**src/rtl/request_arbiter_8_if.sv**
```systemverilog
// Handshake/bus bundle between the request arbiter and its consumer.
// The master drives requests, masks and acks; the slave returns grant and status.
interface request_arbiter_8_if;
    logic [7:0] req;
    logic [7:0] mask;
    logic       grant_ack;
    logic [7:0] grant;
    logic       grant_valid;
    logic [7:0] pending;
    logic       overflow;

    modport master (
        output req, mask, grant_ack,
        input  grant, grant_valid, pending, overflow
    );

    modport slave (
        input  req, mask, grant_ack,
        output grant, grant_valid, pending, overflow
    );
endinterface

```
**src/rtl/request_arbiter_8.sv**
```systemverilog
// 8-channel rising-edge request capture with a round-robin, one-hot,
// registered grant under a valid/ack handshake.
module request_arbiter_8 (
    input  logic                clk,
    input  logic                rst_n,
    request_arbiter_8_if.slave  bus
);
    localparam logic [0:0] ST_IDLE  = 1'b0;
    localparam logic [0:0] ST_GRANT = 1'b1;

    logic [0:0] state_q, state_d;
    logic [7:0] req_q;
    logic [7:0] pending_q, pending_d;
    logic       overflow_q, overflow_d;
    logic [2:0] ptr_q, ptr_d;
    logic [2:0] gidx_q, gidx_d;
    logic [7:0] grant_q, grant_d;
    logic       grant_valid_q, grant_valid_d;

    logic [7:0] rise_s;
    logic [7:0] clr_s;
    logic [3:0] pick_s;
    logic       win_found_s;
    logic [2:0] win_idx_s;

    // Returns {found, index} of the first eligible channel at or after ptr.
    function automatic logic [3:0] pick_winner(input logic [7:0] elig, input logic [2:0] ptr);
        logic       found;
        logic [2:0] idx;
        logic [2:0] cand;
        found = 1'b0;
        idx   = 3'd0;
        for (int i = 0; i < 8; i++) begin
            cand = ptr + 3'(i);
            if (!found && elig[cand]) begin
                found = 1'b1;
                idx   = cand;
            end else begin
                found = found;
            end
        end
        return {found, idx};
    endfunction

    // Edge detection, pending bookkeeping and sticky overflow.
    always_comb begin
        rise_s = bus.req & ~req_q;
        if ((state_q == ST_GRANT) && bus.grant_ack) begin
            clr_s = grant_q;
        end else begin
            clr_s = 8'h00;
        end
        pending_d   = (pending_q & ~clr_s) | rise_s;
        overflow_d  = overflow_q | (|(rise_s & pending_q & ~clr_s));
        pick_s      = pick_winner(pending_q & ~bus.mask, ptr_q);
        win_found_s = pick_s[3];
        win_idx_s   = pick_s[2:0];
    end

    // Grant FSM: issue in IDLE, hold in GRANT until ack.
    always_comb begin
        state_d       = state_q;
        grant_d       = grant_q;
        grant_valid_d = grant_valid_q;
        ptr_d         = ptr_q;
        gidx_d        = gidx_q;
        case (state_q)
            ST_IDLE: begin
                if (win_found_s) begin
                    grant_d       = 8'h01 << win_idx_s;
                    grant_valid_d = 1'b1;
                    gidx_d        = win_idx_s;
                    state_d       = ST_GRANT;
                end else begin
                    grant_d       = 8'h00;
                    grant_valid_d = 1'b0;
                end
            end
            ST_GRANT: begin
                if (bus.grant_ack) begin
                    ptr_d         = gidx_q + 3'd1;
                    grant_d       = 8'h00;
                    grant_valid_d = 1'b0;
                    state_d       = ST_IDLE;
                end else begin
                    state_d       = ST_GRANT;
                end
            end
            default: begin
                state_d       = ST_IDLE;
                grant_d       = 8'h00;
                grant_valid_d = 1'b0;
            end
        endcase
    end

    // State registers with synchronous active-low reset.
    always_ff @(posedge clk) begin
        if (!rst_n) begin
            state_q       <= ST_IDLE;
            req_q         <= 8'h00;
            pending_q     <= 8'h00;
            overflow_q    <= 1'b0;
            ptr_q         <= 3'd0;
            gidx_q        <= 3'd0;
            grant_q       <= 8'h00;
            grant_valid_q <= 1'b0;
        end else begin
            state_q       <= state_d;
            req_q         <= bus.req;
            pending_q     <= pending_d;
            overflow_q    <= overflow_d;
            ptr_q         <= ptr_d;
            gidx_q        <= gidx_d;
            grant_q       <= grant_d;
            grant_valid_q <= grant_valid_d;
        end
    end

    assign bus.grant       = grant_q;
    assign bus.grant_valid = grant_valid_q;
    assign bus.pending     = pending_q;
    assign bus.overflow    = overflow_q;
endmodule

```
**src/flat_wrapper.sv**
```systemverilog
// flat-port wrapper written by rule: the top's interface ports become plain ports
module request_arbiter_8_flat 
  (clk, rst_n, bus_req, bus_mask, bus_grant_ack, bus_grant, bus_grant_valid, bus_pending, bus_overflow);
  request_arbiter_8_if bus_i ();
  input  logic clk;
  input  logic rst_n;
  input wire logic [$bits(bus_i.req)-1:0] bus_req;
  input wire logic [$bits(bus_i.mask)-1:0] bus_mask;
  input wire logic [$bits(bus_i.grant_ack)-1:0] bus_grant_ack;
  output wire logic [$bits(bus_i.grant)-1:0] bus_grant;
  output wire logic [$bits(bus_i.grant_valid)-1:0] bus_grant_valid;
  output wire logic [$bits(bus_i.pending)-1:0] bus_pending;
  output wire logic [$bits(bus_i.overflow)-1:0] bus_overflow;
  assign bus_i.req = bus_req;
  assign bus_i.mask = bus_mask;
  assign bus_i.grant_ack = bus_grant_ack;
  assign bus_grant = bus_i.grant;
  assign bus_grant_valid = bus_i.grant_valid;
  assign bus_pending = bus_i.pending;
  assign bus_overflow = bus_i.overflow;
  request_arbiter_8 u_core (.clk(clk), .rst_n(rst_n), .bus(bus_i));
endmodule
```
**config.mk**
```make
export PLATFORM = sky130hd
export DESIGN_NAME = request_arbiter_8_flat
export DESIGN_NICKNAME = d
export VERILOG_FILES = /design/src/rtl/request_arbiter_8_if.sv /design/src/rtl/request_arbiter_8.sv /design/src/flat_wrapper.sv
export SDC_FILE = /design/constraint.sdc
export NUM_CORES = 1
export LEC_CHECK = 0
export CORE_MARGIN = 1
export CORE_UTILIZATION = 54
export DETAILED_ROUTE_END_ITERATION = 10
export GPL_TIMING_DRIVEN = 0
export HOLD_SLACK_MARGIN = 0.05
export PLACE_DENSITY = 0.81
export SYNTH_ARGS = -nofsm -noshare
export SYNTH_HDL_FRONTEND = slang
export SYNTH_SLANG_ARGS = --single-unit
```
**constraint.sdc**
```tcl
create_clock -name clk -period 3.4 [get_ports clk]
set_input_delay 0.68 -clock clk [delete_from_list [all_inputs] [get_ports clk]]
set_output_delay 0.68 -clock clk [all_outputs]
set_load 0.01 [all_outputs]
```
==> out/results.txt, run 1 <==
DRC viols -> 0
Gr ovfl total -> 0
Post-DP HPWL -> 4210 um
Met2 Use GR -> 0.481
Die area -> 4460 um2
RSZ-0062 raised after global routing -> no
Ys async rst share -> 0
Syn avg cell area -> 9.64 um2
Lkg Pwr -> 1.04 nW
TritonRoute pass-1 iters -> 4
H-tree Lvls -> 2
MaxCap Viol Count -> 0
Core Box Area -> 4000 um2
Global Route met1 Usage -> 0.329
Initial Util -> 0.566
Critical Path, Cell by Cell -> buf_2 > inv_1 > ha_1 > inv_1 > mux4_2 > o31ai_2 > a21oi_1 > o221ai_4 > inv_2 > a32o_1
Register area share after synthesis -> 0.292
Post-synthesis cell count -> 235
Clk_lat worst skew -> 0.28 ns
CTS tree -> yes
Final min period -> 3.24 ns
Gr usage total -> 0.271
Cell area after placement -> 2690 um2
Critical Path RT -> 3.57 ns
Setup TNS -> 0 ns
CP Max Fanout -> 10
Clock root cell -> clkbuf_8
Synth cell types -> 62
Antenna viol nets, final -> 0
Period utilisation layout -> 0.952
CP max stage cell -> mux4_2
Most used cell, CP -> inv_1
Final WS setup -> 0.162 ns
Power Density -> 640 nW/um2
# rows -> 23
Num ports -> 37
Worst path arrival time -> 3.41 ns
Final instance area -> 2850 um2
Relative slew slack -> 0.590
Skew final -> 0.00586 ns
Initial antenna violation count -> 0
Placed cell count -> 321
Final Max Tran Viols -> 0
Post-CTS Hold Fix Bufs -> 0
Initial DRC count -> 133
DR vias -> 2019
Most frequent cells in the layout -> clkdlybuf4s50_1, dfxtp_1, nand2_1
Fin cells -> 332
Vias in the first global route -> 1837
Busiest grt layer -> met2
CTS clock-pin slew for the worst setup and hold paths -> 0.06 ns
First-pass GRT wire length -> 8890 um
Dpl ws -> -0.127 ns
Nature of the critical path startpoint -> register
Status -> complete, no violations
Routed vias/inst -> 6.08
Worst Setup End Kind -> register
Synth Net Count -> 257
Synth Cell Area -> 2270 um2
Maximum buffer depth of the clock tree -> 2
Max Fclk -> 309 MHz
Post-Route WL -> 5520 um
PortBufs -> 36
Worst Setup Path Type -> reg2reg
Layout cell share with drive strength beyond 1 -> 0.206
Final setup viols -> 0
HP Class -> reg2reg
Final Hold Violating Endpoints -> 0
Diodes inserted -> 0
Main flop type after synthesis -> dfxtp_1
Synth warn -> 0
Clock Sinks -> 33
Number of buffers created by CTS -> 5
CP max stage delay -> 0.64 ns
Commonest non-fill, non-tap cell in the layout -> clkdlybuf4s50_1
DIE WIDTH -> 66.8 um
Synth-to-Final Area Change -> 25.8%
WL/cell -> 16.6 um
Final GP Congestion -> 0.864
Largest net degree at the start of global routing -> 12
Synth Register Bits -> 33
Post-synth EDFFs -> 0
Die Span Y -> 66.8 um
Worst slew pin tran -> 0.606 ns
Maximum vdd drop -> 0.392 mV
Layout Nets -> 303
Met3 Use GR -> 0.0445
-- cells by family after synthesis --
family                     count (synthesis)  share of synthesized area
and+or+nand+nor                           88                      0.220
AOI/OAI and AO/OA                         59                      0.199
DFF                                       33                      0.292
muxes                                     32                      0.212
buffers and inverters                     17                     0.0431
xor gates and xnor gates                   3                     0.0182
adders and majority gates                  3                     0.0166
-- critical path: cells and delay by family (launching register included) --
family                     cells  cell delay [ns]
buffers and inverters          4             0.77
AOI/OAI and AO/OA              4             1.00
DFF                            1             0.40
muxes                          1             0.64
adders and majority gates      1             0.31
-- sequential cells by signal, indices dropped and copies added, names as in the netlist --
name / flops
u_core.bus.grant: 8
u_core.bus.grant_valid: 1
u_core.bus.overflow: 1
u_core.bus.pending: 8
u_core.gidx_q: 3
u_core.ptr_q: 3
u_core.req_q: 8
u_core.state_q: 1
-- final cells by class --
class,instances,area [um2]
Tap cell,50,62.6
Clock inverter,3,65.1
Clock buffer,5,68.8
Fill cell,315,1150
Timing Repair Buffer,39,383
Inverter,7,33.8
Buffer,10,65.1
Sequential cell,33,661
Multi-Input combinational cell,185,1510
-- synthesized netlist by cell type, types with 2 or more instances --
cell type / n / share of area
clkbuf_1: 4 / 0.0066
and2_1: 12 / 0.033
o21ai_1: 4 / 0.0088
a21oi_1: 13 / 0.029
o211ai_1: 2 / 0.0066
a21oi_2: 2 / 0.0077
nand2b_1: 19 / 0.052
o22ai_1: 2 / 0.0055
nand3_1: 2 / 0.0044
nor2b_1: 2 / 0.0055
buf_2: 2 / 0.0044
a211oi_1: 3 / 0.0099
a211oi_2: 2 / 0.011
xnor2_2: 2 / 0.014
mux4_2: 10 / 0.099
buf_1: 2 / 0.0033
dfxtp_1: 33 / 0.29
o41ai_1: 2 / 0.0077
nand2_1: 24 / 0.040
mux2_2: 7 / 0.035
a32o_1: 6 / 0.027
nor2_1: 12 / 0.020
o21a_1: 3 / 0.0099
inv_1: 5 / 0.0083
ha_1: 3 / 0.017
or2_2: 5 / 0.014
o21ai_0: 6 / 0.013
mux2i_1: 11 / 0.049
a31oi_1: 2 / 0.0055
-- per-stage QoR --
| stage | hold slack, ns | total power, W | util |
|---|---|---|---|
| final | 0.483 | 0.00182 | 0.713 |
| after detailed placement | 0.463 | 0.00136 | 0.672 |
| after floorplan | 0.442 | 0.00113 | - |
| after global routing | 0.505 | 0.00193 | 0.713 |
| after CTS | 0.482 | 0.00182 | 0.711 |
| after global placement | 0.455 | 0.00134 | 0.672 |
-- worst paths after layout --
path	from	endpoint	slack (ns)	depth (start not counted)
min	u_core.bus.grant[5]	u_core.bus.grant[5]	0.48	2
max reg2reg	u_core.ptr_q[1]	u_core.bus.grant[0]	0.16	10
min reg2reg	u_core.bus.grant[5]	u_core.bus.grant[5]	0.48	2
max	u_core.ptr_q[1]	u_core.bus.grant[0]	0.16	10
-- what timing repair did --
| item | CTS | global route |
|---|---|---|
| gates cloned | 0 | 0 |
| endpoints found under the setup margin | 4 | 8 |
| resized for setup | 0 | 3 |
| buffers inserted | 3 | 0 |
| pin swaps | 1 | 0 |
-- report_power, final --
part	leakage, nW	switching, W	internal, W
clock	0.0681	0.000140	0.000291
combinational	0.703	0.000467	0.000418
sequential	0.272	0.0000537	0.000455
-- metal layers --
metal	vias up	routed length (um)	share of wire
met2	79	2760	0.50
met4	0	100	0.018
li1	974	-	-
met1	956	2380	0.43
met5	-	0	0
met3	10	276	0.050
Power figures use the tool's default switching activity.
==> inputs of run 2 (changes only) <==
Settings changed: PLACE_DENSITY 0.81 to 0.85.
==> out/results.txt, run 2 (synthesized netlist as in run 1, its figures left out) <==
Flop2flop setup slack -> 0.29 ns
Total power -> 0.00169 W
Gr ovfl total -> 0
Clock root cell -> clkbuf_8
# rows -> 23
Initial DRC count -> 131
Max Fclk -> 318 MHz
Final min period -> 3.15 ns
Hold path start -> u_core.bus.grant_valid
Layout cell share with drive strength beyond 1 -> 0.203
Final Hold Violating Endpoints -> 0
Worst Setup Path Type -> in2reg
Lkg Pwr -> 1.02 nW
Initial antenna violation count -> 0
PortBufs -> 36
Number of buffers created by CTS -> 5
Dpl ws -> -0.109 ns
Highest metal used -> met4
Largest net degree at the start of global routing -> 11
WL/cell -> 16.9 um
Most frequent cells in the layout -> clkdlybuf4s50_1, dfxtp_1, nand2_1
CTS tree -> yes
Nature of the critical path startpoint -> primary input
Initial Util -> 0.566
Buffers & Inverters on Critical Path -> 2
Post-Route WL -> 5590 um
Critical Path, Cell by Cell -> clkdlybuf4s50_1 > nand2b_1 > mux2_2 > mux4_2 > o41ai_1 > a21oi_1 > o221ai_4 > inv_2 > a32o_1
DIE WIDTH -> 66.8 um
Vias in the first global route -> 1895
Commonest non-fill, non-tap cell in the layout -> clkdlybuf4s50_1
M1 WL -> 2510 um
DR vias -> 2003
Clk_lat worst skew -> 0.28 ns
Worst Hold End -> u_core.bus.grant_valid
FF-to-FF End -> u_core.bus.grant[0]
Internal power -> 0.00104 W
Die area -> 4460 um2
Switch share -> 0.388
Antenna viol nets, final -> 0
TritonRoute pass-1 iters -> 4
CP max stage cell -> mux4_2
Final Max Tran Viols -> 0
Die Span Y -> 66.8 um
Gr usage total -> 0.271
Status -> complete, no violations
Diodes inserted -> 0
Clock Sinks -> 33
RSZ-0062 raised after global routing -> no
H-tree Lvls -> 2
Layout Nets -> 303
Maximum buffer depth of the clock tree -> 2
Worst path arrival time -> 3.32 ns
Routed met2 length -> 2710 um
Final setup viols -> 0
Skew final -> 0.00400 ns
CP max stage delay -> 0.52 ns
Post-CTS Hold Fix Bufs -> 0
Maximum vdd drop -> 0.508 mV
Power Density -> 603 nW/um2
Final GP Congestion -> 0.840
Final WS setup -> 0.252 ns
First-pass GRT wire length -> 9010 um
Seq pwr share -> 0.303
Met3 WL -> 326 um
Psw -> 0.000656 W
R2R Path Start -> u_core.ptr_q[1]
Crit path max-delay family -> compound AO/OA/AOI/OAI gates
Gate power share -> 0.527
CP Max Fanout -> 6
CTS clock-pin slew for the worst setup and hold paths -> 0.06 ns
Critical Path RT -> 3.58 ns
Core Box Area -> 4000 um2
Worst Setup End Kind -> register
Period utilisation layout -> 0.926
MaxCap Viol Count -> 0
Num ports -> 37
R2R depth -> 11
DRC viols -> 0
Post-DP HPWL -> 4210 um
HP Class -> reg2reg
Relative slew slack -> 0.627
Clock network power share -> 0.170
Hold path depth -> 1
Synth-to-Final Area Change -> 23.9%
Routed vias/inst -> 6.05
Worst slew pin tran -> 0.553 ns
-- run 2: cell types whose count changed in the layout (fill, tap and decap cells not counted) --
cell | before | now
clkbuf_8 | 5 | 6
clkbuf_1 | 3 | 4
inv_1 | 5 | 4
bufinv_16 | 2 | 0
clkinv_2 | 1 | 0
clkbuf_4 | 0 | 1
inv_2 | 1 | 2
buf_2 | 2 | 1
-- run 2: what timing repair did --
action	4_1_cts	5_1_grt
buffers inserted	3	0
pin swaps	1	0
gates resized for setup	0	5
setup endpoints to repair	4	8
-- run 2: power groups by stage --
stage,Combinational (W),Clock [W],Sequential (W)
detailed placement,0.000839,0,0.000518
finish,0.000891,0.000288,0.000512
global placement,0.000824,0,0.000516
global route,0.000958,0.000313,0.000521
CTS,0.000875,0.000292,0.000511
floorplan,0.000617,0,0.000517
-- run 2: layer usage --
| metal | up-vias | global-route usage |
|---|---|---|
| met1 | 971 | 0.345 |
| met2 | 58 | 0.455 |
| met5 | - | 0 |
| li1 | 967 | - |
| met3 | 7 | 0.0514 |
| met4 | 0 | 0.0878 |
-- run 2: area by class of cell --
type,count,area [um2]
Multi-Input combinational cell,185,1510
Fill cell,296,1190
Clock buffer,7,86.3
Tap cell,50,62.6
Sequential cell,33,661
Buffer,10,67.6
Inverter,7,33.8
Timing Repair Buffer,39,383
-- run 2: worst max-delay path by stage --
| stage | from | endpoint | slack (ns) | cells past startpoint |
|---|---|---|---|---|
| after CTS | u_core.ptr_q[1] | u_core.bus.grant[2] | 0.12 | 11 |
| after detailed placement | bus_mask[6] | u_core.bus.grant[4] | -0.11 | 9 |
| after global placement | bus_mask[5] | u_core.bus.grant[4] | -0.07 | 9 |
| after floorplan | u_core.ptr_q[1] | u_core.bus.grant[0] | 0.40 | 10 |
| after global routing | u_core.ptr_q[1] | u_core.bus.grant[4] | 0.1 | 11 |
| final | bus_mask[6] | u_core.bus.grant[0] | 0.25 | 9 |
-- run 2: metrics by stage --
step	hold WS [ns]	cells	TNS (ns)	util	instance area [um2]
final	0.463	331	0	0.702	2810
after global routing	0.489	331	0	0.702	2810
after CTS	0.468	331	0	0.699	2800
after detailed placement	0.455	321	-0.452	0.672	2690
after global placement	0.449	321	-0.262	0.672	2690
after floorplan	0.442	235	0	-	2270
==> inputs of run 3 (changes only) <==
Settings changed: GPL_ROUTABILITY_DRIVEN set to 0.
==> out/results.txt, run 3 (synthesized netlist as in run 1, its figures left out) <==
Worst path arrival time -> 3.34 ns
Initial antenna violation count -> 0
Nature of the critical path startpoint -> register
Routed vias/inst -> 6.04
Critical Path, Cell by Cell -> clkbuf_4 > inv_1 > ha_1 > inv_1 > mux4_2 > o31ai_2 > a21oi_1 > a211oi_2 > nand2b_1 > o21ai_1
Largest net degree at the start of global routing -> 11
Worst slew pin tran -> 0.560 ns
RSZ-0062 raised after global routing -> no
Num ports -> 37
Final Max Tran Viols -> 0
DR vias -> 2005
CP Max Fanout -> 10
Final WS setup -> 0.259 ns
Number of buffers created by CTS -> 5
Maximum buffer depth of the clock tree -> 2
Worst Hold End -> u_core.bus.grant_valid
Power Density -> 607 nW/um2
Max Fclk -> 318 MHz
Die area -> 4460 um2
Clk_lat worst skew -> 0.28 ns
Most frequent cells in the layout -> clkdlybuf4s50_1, dfxtp_1, nand2_1
Skew final -> 0.00553 ns
Met2 Use GR -> 0.476
Seq pwr share -> 0.298
DRC viols -> 0
Gr ovfl total -> 0
Final min period -> 3.14 ns
Synth-to-Final Area Change -> 24.5%
H-tree Lvls -> 2
Crit path max-delay family -> compound AO/OA/AOI/OAI gates
Most used cell, CP -> inv_1
Clock Sinks -> 33
Status -> complete, no violations
Fillers -> 296
R2R depth -> 10
Internal power -> 0.00106 W
FF-to-FF End -> u_core.bus.grant[5]
Lkg Pwr -> 1.03 nW
Maximum vdd drop -> 0.434 mV
Critical Path RT -> 3.60 ns
Final setup viols -> 0
MaxCap Viol Count -> 0
HP Class -> reg2reg
CP max stage cell -> mux4_2
Util after Layout -> 0.705
DIE WIDTH -> 66.8 um
Post-DP HPWL -> 4240 um
First-pass GRT wire length -> 9450 um
R2R Path Start -> u_core.ptr_q[1]
Switch share -> 0.383
Psw -> 0.000657 W
Buffers & Inverters on Critical Path -> 3
Clock network power share -> 0.185
Hold slack -> 0.464 ns
Vias in the first global route -> 2030
Relative slew slack -> 0.622
Gate power share -> 0.516
Clock root cell -> clkbuf_8
PortBufs -> 36
Fin cells -> 332
Initial Util -> 0.566
Antenna viol nets, final -> 0
Busiest grt layer -> met2
CTS tree -> yes
Die Span Y -> 66.8 um
Dpl ws -> -0.116 ns
CTS clock-pin slew for the worst setup and hold paths -> 0.06 ns
Core Box Area -> 4000 um2
Worst Setup SP -> u_core.ptr_q[1]
WL/cell -> 16.8 um
Layout cell share with drive strength beyond 1 -> 0.206
Commonest non-fill, non-tap cell in the layout -> clkdlybuf4s50_1
Worst Setup Path Type -> reg2reg
Setup TNS -> 0 ns
Hold path depth -> 1
Gr usage total -> 0.281
Post-Route WL -> 5590 um
Initial DRC count -> 150
Placed cell count -> 321
Worst Setup End Kind -> register
Stages on worst setup path -> 10
Final Hold Violating Endpoints -> 0
Layout Nets -> 303
Period utilisation layout -> 0.924
CP max stage delay -> 0.65 ns
# rows -> 23
Diodes inserted -> 0
TritonRoute pass-1 iters -> 4
Global Route met1 Usage -> 0.350
Hold path start -> u_core.bus.grant_valid
Met3 Use GR -> 0.0445
Flop2flop setup slack -> 0.26 ns
==> run 3: changes by cell type in the layout (fill, tap and decap cells not counted) <==
| cell | change |
|---|---|
| clkbuf_1 | -1 |
| clkbuf_8 | +1 |
| clkinv_2 | +1 |
| inv_1 | +1 |
| inv_2 | -1 |
==> run 3: metrics by stage <==
stage,cell area [um2],total power (W)
2_1_floorplan,2270,0.00113
3_3_place_gp,2690,0.00134
3_5_place_dp,2690,0.00136
4_1_cts,2810,0.00170
5_1_grt,2820,0.00182
6_report,2820,0.00171
==> run 3: how the worst max path moves through the flow <==
stage                          end
6_report       u_core.bus.grant[5]
5_1_grt        u_core.bus.grant[5]
4_1_cts        u_core.bus.grant[0]
3_5_place_dp   u_core.bus.grant[0]
3_3_place_gp   u_core.bus.grant[0]
2_1_floorplan  u_core.bus.grant[0]
==> run 3: layout make-up <==
class,count,area [um2],share of cell area
tap,50,62.6,0.0222
multi-input combinational,185,1510,0.536
buffer,10,67.6,0.0239
clock inverter,1,5.00,0.00177
clock buffer,7,96.3,0.0341
inverter,7,33.8,0.0120
sequential,33,661,0.234
timing repair buffer,39,383,0.136
==> run 3: metal layers <==
layer / share of wire / routed length, um
met4: 0.016 / 90
met5: 0 / 0
met3: 0.048 / 268
met2: 0.49 / 2750
met1: 0.44 / 2480
==> run 3: timing repair <==
item,4_1_cts,5_1_grt
endpoints found under the hold margin,0,0
buffers inserted,3,0
pin swaps,1,0
hold buffers,0,0
gates resized for setup,0,4
endpoints found under the setup margin,4,7
==> run 3: power by group through the flow <==
stage | Sequential, W | Combinational [W] | Clock, W
final | 0.000511 | 0.000884 | 0.000318
after global routing | 0.000521 | 0.000961 | 0.000338
after CTS | 0.000510 | 0.000871 | 0.000322
after detailed placement | 0.000517 | 0.000839 | 0
after global placement | 0.000516 | 0.000825 | 0
after floorplan | 0.000517 | 0.000617 | 0
==> RTL edit 1, RTL diff (config.mk and constraints of run 2) <==
Reset style: asynchronous (`rst_n`), changed in one clocked block. Comments in the files are not updated.
--- a/src/rtl/request_arbiter_8.sv
+++ b/src/rtl/request_arbiter_8.sv
@@ -95,7 +95,7 @@
     end
 
     // State registers with synchronous active-low reset.
-    always_ff @(posedge clk) begin
+    always_ff @(posedge clk or negedge rst_n) begin
         if (!rst_n) begin
             state_q       <= ST_IDLE;
             req_q         <= 8'h00;
Behaviour: differs if rst_n is asserted again (counterexample within 4 cycles, from zero or initial values and one cycle with rst_n low); with rst_n held inactive, the same outputs for 10 cycles.
==> RTL edit 1 against run 2 <==
Worst setup slack worse by 0.069 ns; sequential cell count is the same; via count rose by 3.8%; area after synthesis increased by 6.2%; global-route usage increased by 1.2 points; critical path depth unchanged; maximum frequency is 2.2% lower; non-clock buffer count decreased by 4; wire length rose by 6.7%; cell area rose by 3.9%; worst hold slack worse by 0.028 ns; critical endpoint is now u_core.bus.grant[4]$_DFFE_PN0P_; largest cell class unchanged.
Power is not compared: it rests on default switching activity, and its combinational part moved more than twofold at a synthesized area within 25%.
==> RTL edit 1: results (changes against run 2) <==
worst skew pair latency=0.29 ns; outcome=finished, final reports clean; nets@finish=306 (+0.99%); final WL=5.97 mm (+6.7%); fraction of area in registers=28.3% (+4.8 points); met3 global-route usage=4.28% (-0.86 points); Arr. time, crit path=3.38 ns (+0.06 ns); worst clock skew=0.00217 ns (-0.00183 ns); most instantiated cells after synthesis=nand2_1 (39), dfrtp_1 (33), mux4_2 (14); fillers=335 (+13%); worst reg2reg startpoint=u_core.ptr_q[0]$_DFFE_PN0P_; Worst R2R Setup Slack=0.20 ns (-0.09 ns); post-synthesis sequential area ratio=34.3% (+5.1 points); power in the clock group=0.294 mW; DP Wirelength=4.54 mm (+7.9%); switch share=45.4%; area post-placement=2830 µm² (+5.1%); met2 wire len=2.98 mm (+10%); vias in the first global route=1906 (+0.58%); DR vias=2080 (+3.8%); ys async rst share=100% (+100 points); Max clock buf depth=2 (unchanged); layout cells sized above 1=17.3% (-3.0 points); cell family with most CP delay=multiplexers; GR Util met2=46.8% (+1.4 points); GRT Total Usage=28.3% (+1.2 points); Initial DRT Pass Iterations=4 (unchanged); Multi-In Gates=191 (+3.2%); Post-Synth XOR/XNOR Area=1.46% (-0.37 points); synthesized netlist net count=264 (+2.7%); CP max FO=8 (+2); worst r2r dst=u_core.bus.grant[4]$_DFFE_PN0P_; non-clk buf share=14.5% (-1.5 points); HP Class=input port to asynchronous set/reset pin; non-clock buffer count in the final layout=45 (-8.2%); met1 usage=36.9% (+2.4 points); Worst Setup SP=bus_mask[3]; R2R depth=12 (+1); compound-gate portion of the synthesized area=16.3% (-3.6 points); hold_ws=0.435 ns (-0.0285 ns); global-route wire length before repair=9.27 mm (+2.9%); multi-input logic portion of the cell area=50.9% (-3.0 points); Clock buf/inv share=2.96% (-0.11 points); GPL Wtd Cong=0.919 (+9.5%); Seq cells=33 (unchanged); non-filler cells, final=334 (+0.91%); synthesized instance count=242 (+3.0%); synth unique cells=60 (-3.2%); metal3 WL=477 µm (+46%); P&R area growth vs syn=21.1%; Slew headroom=53.6% (-9.1 points); largest net degree at the start of global routing=34 (+23); initial drt markers=128 (-2.3%); mux contribution to synthesized area=20.5% (-0.73 points); Synth Area in Adders=1.56% (-0.097 points); top post-synthesis cells by area=dfrtp_1 (34%), mux4_2 (13%), nand2_1 (6.1%); met1 wire length=2.40 mm (-4.5%); invs w/o clock=8 (+1)
-- RTL edit 1: changes by cell type in the layout (fill, tap and decap cells not counted), sizes merged, moves of 6 or more --
cell,delta
dfrtp,+33
dfxtp,-33
nand2,+14
a21oi,-11
and2,-10
nand2b,-10
o21ai,+8
nor3,+7
a32o,-6
nor2b,+6
-- RTL edit 1: through the flow --
| stage | setup WS [ns] | TNS [ns] | power (mW) |
|---|---|---|---|
| 2_1_floorplan | 0.611 | 0 | 2.22 |
| 3_3_place_gp | -0.0119 | -0.0243 | 2.67 |
| 3_5_place_dp | -0.0903 | -0.516 | 2.71 |
| 4_1_cts | 0.102 | 0 | 3.02 |
| 5_1_grt | 0.0412 | 0 | 3.28 |
| 6_report | 0.182 | 0 | 3.06 |
-- RTL edit 1: what timing repair did --
item,4_1_cts,5_1_grt
resized for setup,0,2
setup endpoints to repair,0,9
buffers inserted,0,0
==> RTL edit 2, RTL diff (flow settings as in run 2) <==
Without the edit above. `pending_q` no longer has a reset.
--- a/src/rtl/request_arbiter_8.sv
+++ b/src/rtl/request_arbiter_8.sv
@@ -99,7 +99,6 @@
         if (!rst_n) begin
             state_q       <= ST_IDLE;
             req_q         <= 8'h00;
-            pending_q     <= 8'h00;
             overflow_q    <= 1'b0;
             ptr_q         <= 3'd0;
             gidx_q        <= 3'd0;
@@ -108,7 +107,6 @@
         end else begin
             state_q       <= state_d;
             req_q         <= bus.req;
-            pending_q     <= pending_d;
             overflow_q    <= overflow_d;
             ptr_q         <= ptr_d;
             gidx_q        <= gidx_d;
@@ -117,6 +115,10 @@
         end
     end
 
+    always_ff @(posedge clk) begin
+        pending_q <= pending_d;
+    end
+
     assign bus.grant       = grant_q;
     assign bus.grant_valid = grant_valid_q;
     assign bus.pending     = pending_q;
Behaviour: not the same (Yosys sat finds a counterexample within 4 cycles, from zero or initial values and one cycle with rst_n low).
==> RTL edit 2 against run 2 <==
Sequential cell count is the same; critical path type unchanged; total power decreased by 28%; wire length is 8.4% higher; worst setup slack worse by 0.18 ns; area after synthesis up 2.7%; worst hold slack worse by 0.039 ns; via count is 8.5% higher; count of clock-buffer cells in the layout unchanged; combinational power down 49%; largest cell class unchanged; global-route usage up 1.2 points; cell area is 2.2% higher.
==> RTL edit 2: results (changes against run 2) <==
Arr. time, crit path=3.50 ns (+0.18 ns); Final min period=3.32 ns (+0.175 ns); leakage=1.18 nW (+15%); vias in the first global route=2000 (+5.5%); worst r2r dst=u_core.bus.grant[4]$_SDFFE_PN0P_; Worst Hold End=u_core.bus.pending[2]$_DFF_P_; invs w/o clock=15 (+8); Placed Instances=336 (+4.7%); most instantiated cells after synthesis=dfxtp_1 (33), nand2_1 (32), o21ai_0 (14); synthesized netlist net count=272 (+5.8%); GRT Total Usage=28.2% (+1.2 points); power in the clock group=0.322 mW (+12%); CTS resizes=1 (+1); Peak VDD IR=402 µV (-21%); Worst Setup SP=bus_mask[5]; non-clk buf share=14.2% (-1.8 points); P_seq=0.438 mW (-14%); Multi-In Gates=193 (+4.3%); drt via density=6.32 (+4.4%); fraction of area in registers=23.1% (-0.47 points); nets@finish=315 (+4.0%); outcome=finished, final reports clean; post-synthesis sequential area ratio=28.4% (-0.75 points); cell family with most CP delay=simple AND/OR/NAND/NOR gates; worst slack at placement=-0.165 ns (-0.0556 ns); CP max stage cell=mux4_2; top post-synthesis cells by area=dfxtp_1 (28%), mux4_2 (11%), nand2_1 (5.2%); routed length per placed instance=17.6 µm (+4.3%); Worst R2R Setup Slack=0.16 ns (-0.13 ns); Clock buf/inv share=3.53% (+0.46 points); Setup Fix Bufs, Post-CTS=0 (-3); fillers=318 (+7.4%); initial drt markers=189 (+44%); R2R depth=10 (-1); non-clock buffer count in the final layout=45 (-8.2%); synth unique cells=58 (-6.5%); Critical Path Sink=u_core.bus.grant[3]$_SDFFE_PN0P_; DP Wirelength=4.51 mm (+7.2%); hold_sp=u_core.req_q[2]$_SDFF_PN0_; worst clock skew=0.00574 ns (+0.00174 ns); Int Power=0.819 mW (-21%); synthesized instance count=250 (+6.4%); GPL Wtd Cong=1.01 (+20%)
-- RTL edit 2: cells by family after synthesis --
group | Yosys count | share of synthesized area [%]
AND/OR/NAND/NOR | 103 | 24.4
AO/OA/AOI/OAI | 59 | 18.8
flip-flops | 33 | 28.4
buffers and inverters | 24 | 5.06
multiplexers | 24 | 18.6
XOR/XNOR | 4 | 3.12
adder cells (fa/ha/maj) | 3 | 1.61
-- RTL edit 2: per-stage QoR --
step / area (µm²) / util [%] / hold slack, ns
after floorplan: 2330 / - / 0.405
final: 2870 / 70.7 / 0.425
after global routing: 2870 / 70.7 / 0.432
after detailed placement: 2750 / 67.7 / 0.417
after global placement: 2750 / 67.7 / 0.410
after CTS: 2850 / 70.3 / 0.424
-- RTL edit 2: per-layer routing --
layer  vias up  part of all wire (%)  wire length [µm]  GRT usage [%]
met3        15                   5.7               346           6.42
met5         -                     0                 0              0
met4         0                   2.7               161           13.0
met1      1044                    42              2570           33.2
li1       1021                     -                 -              -
met2        93                    49              2990           48.3
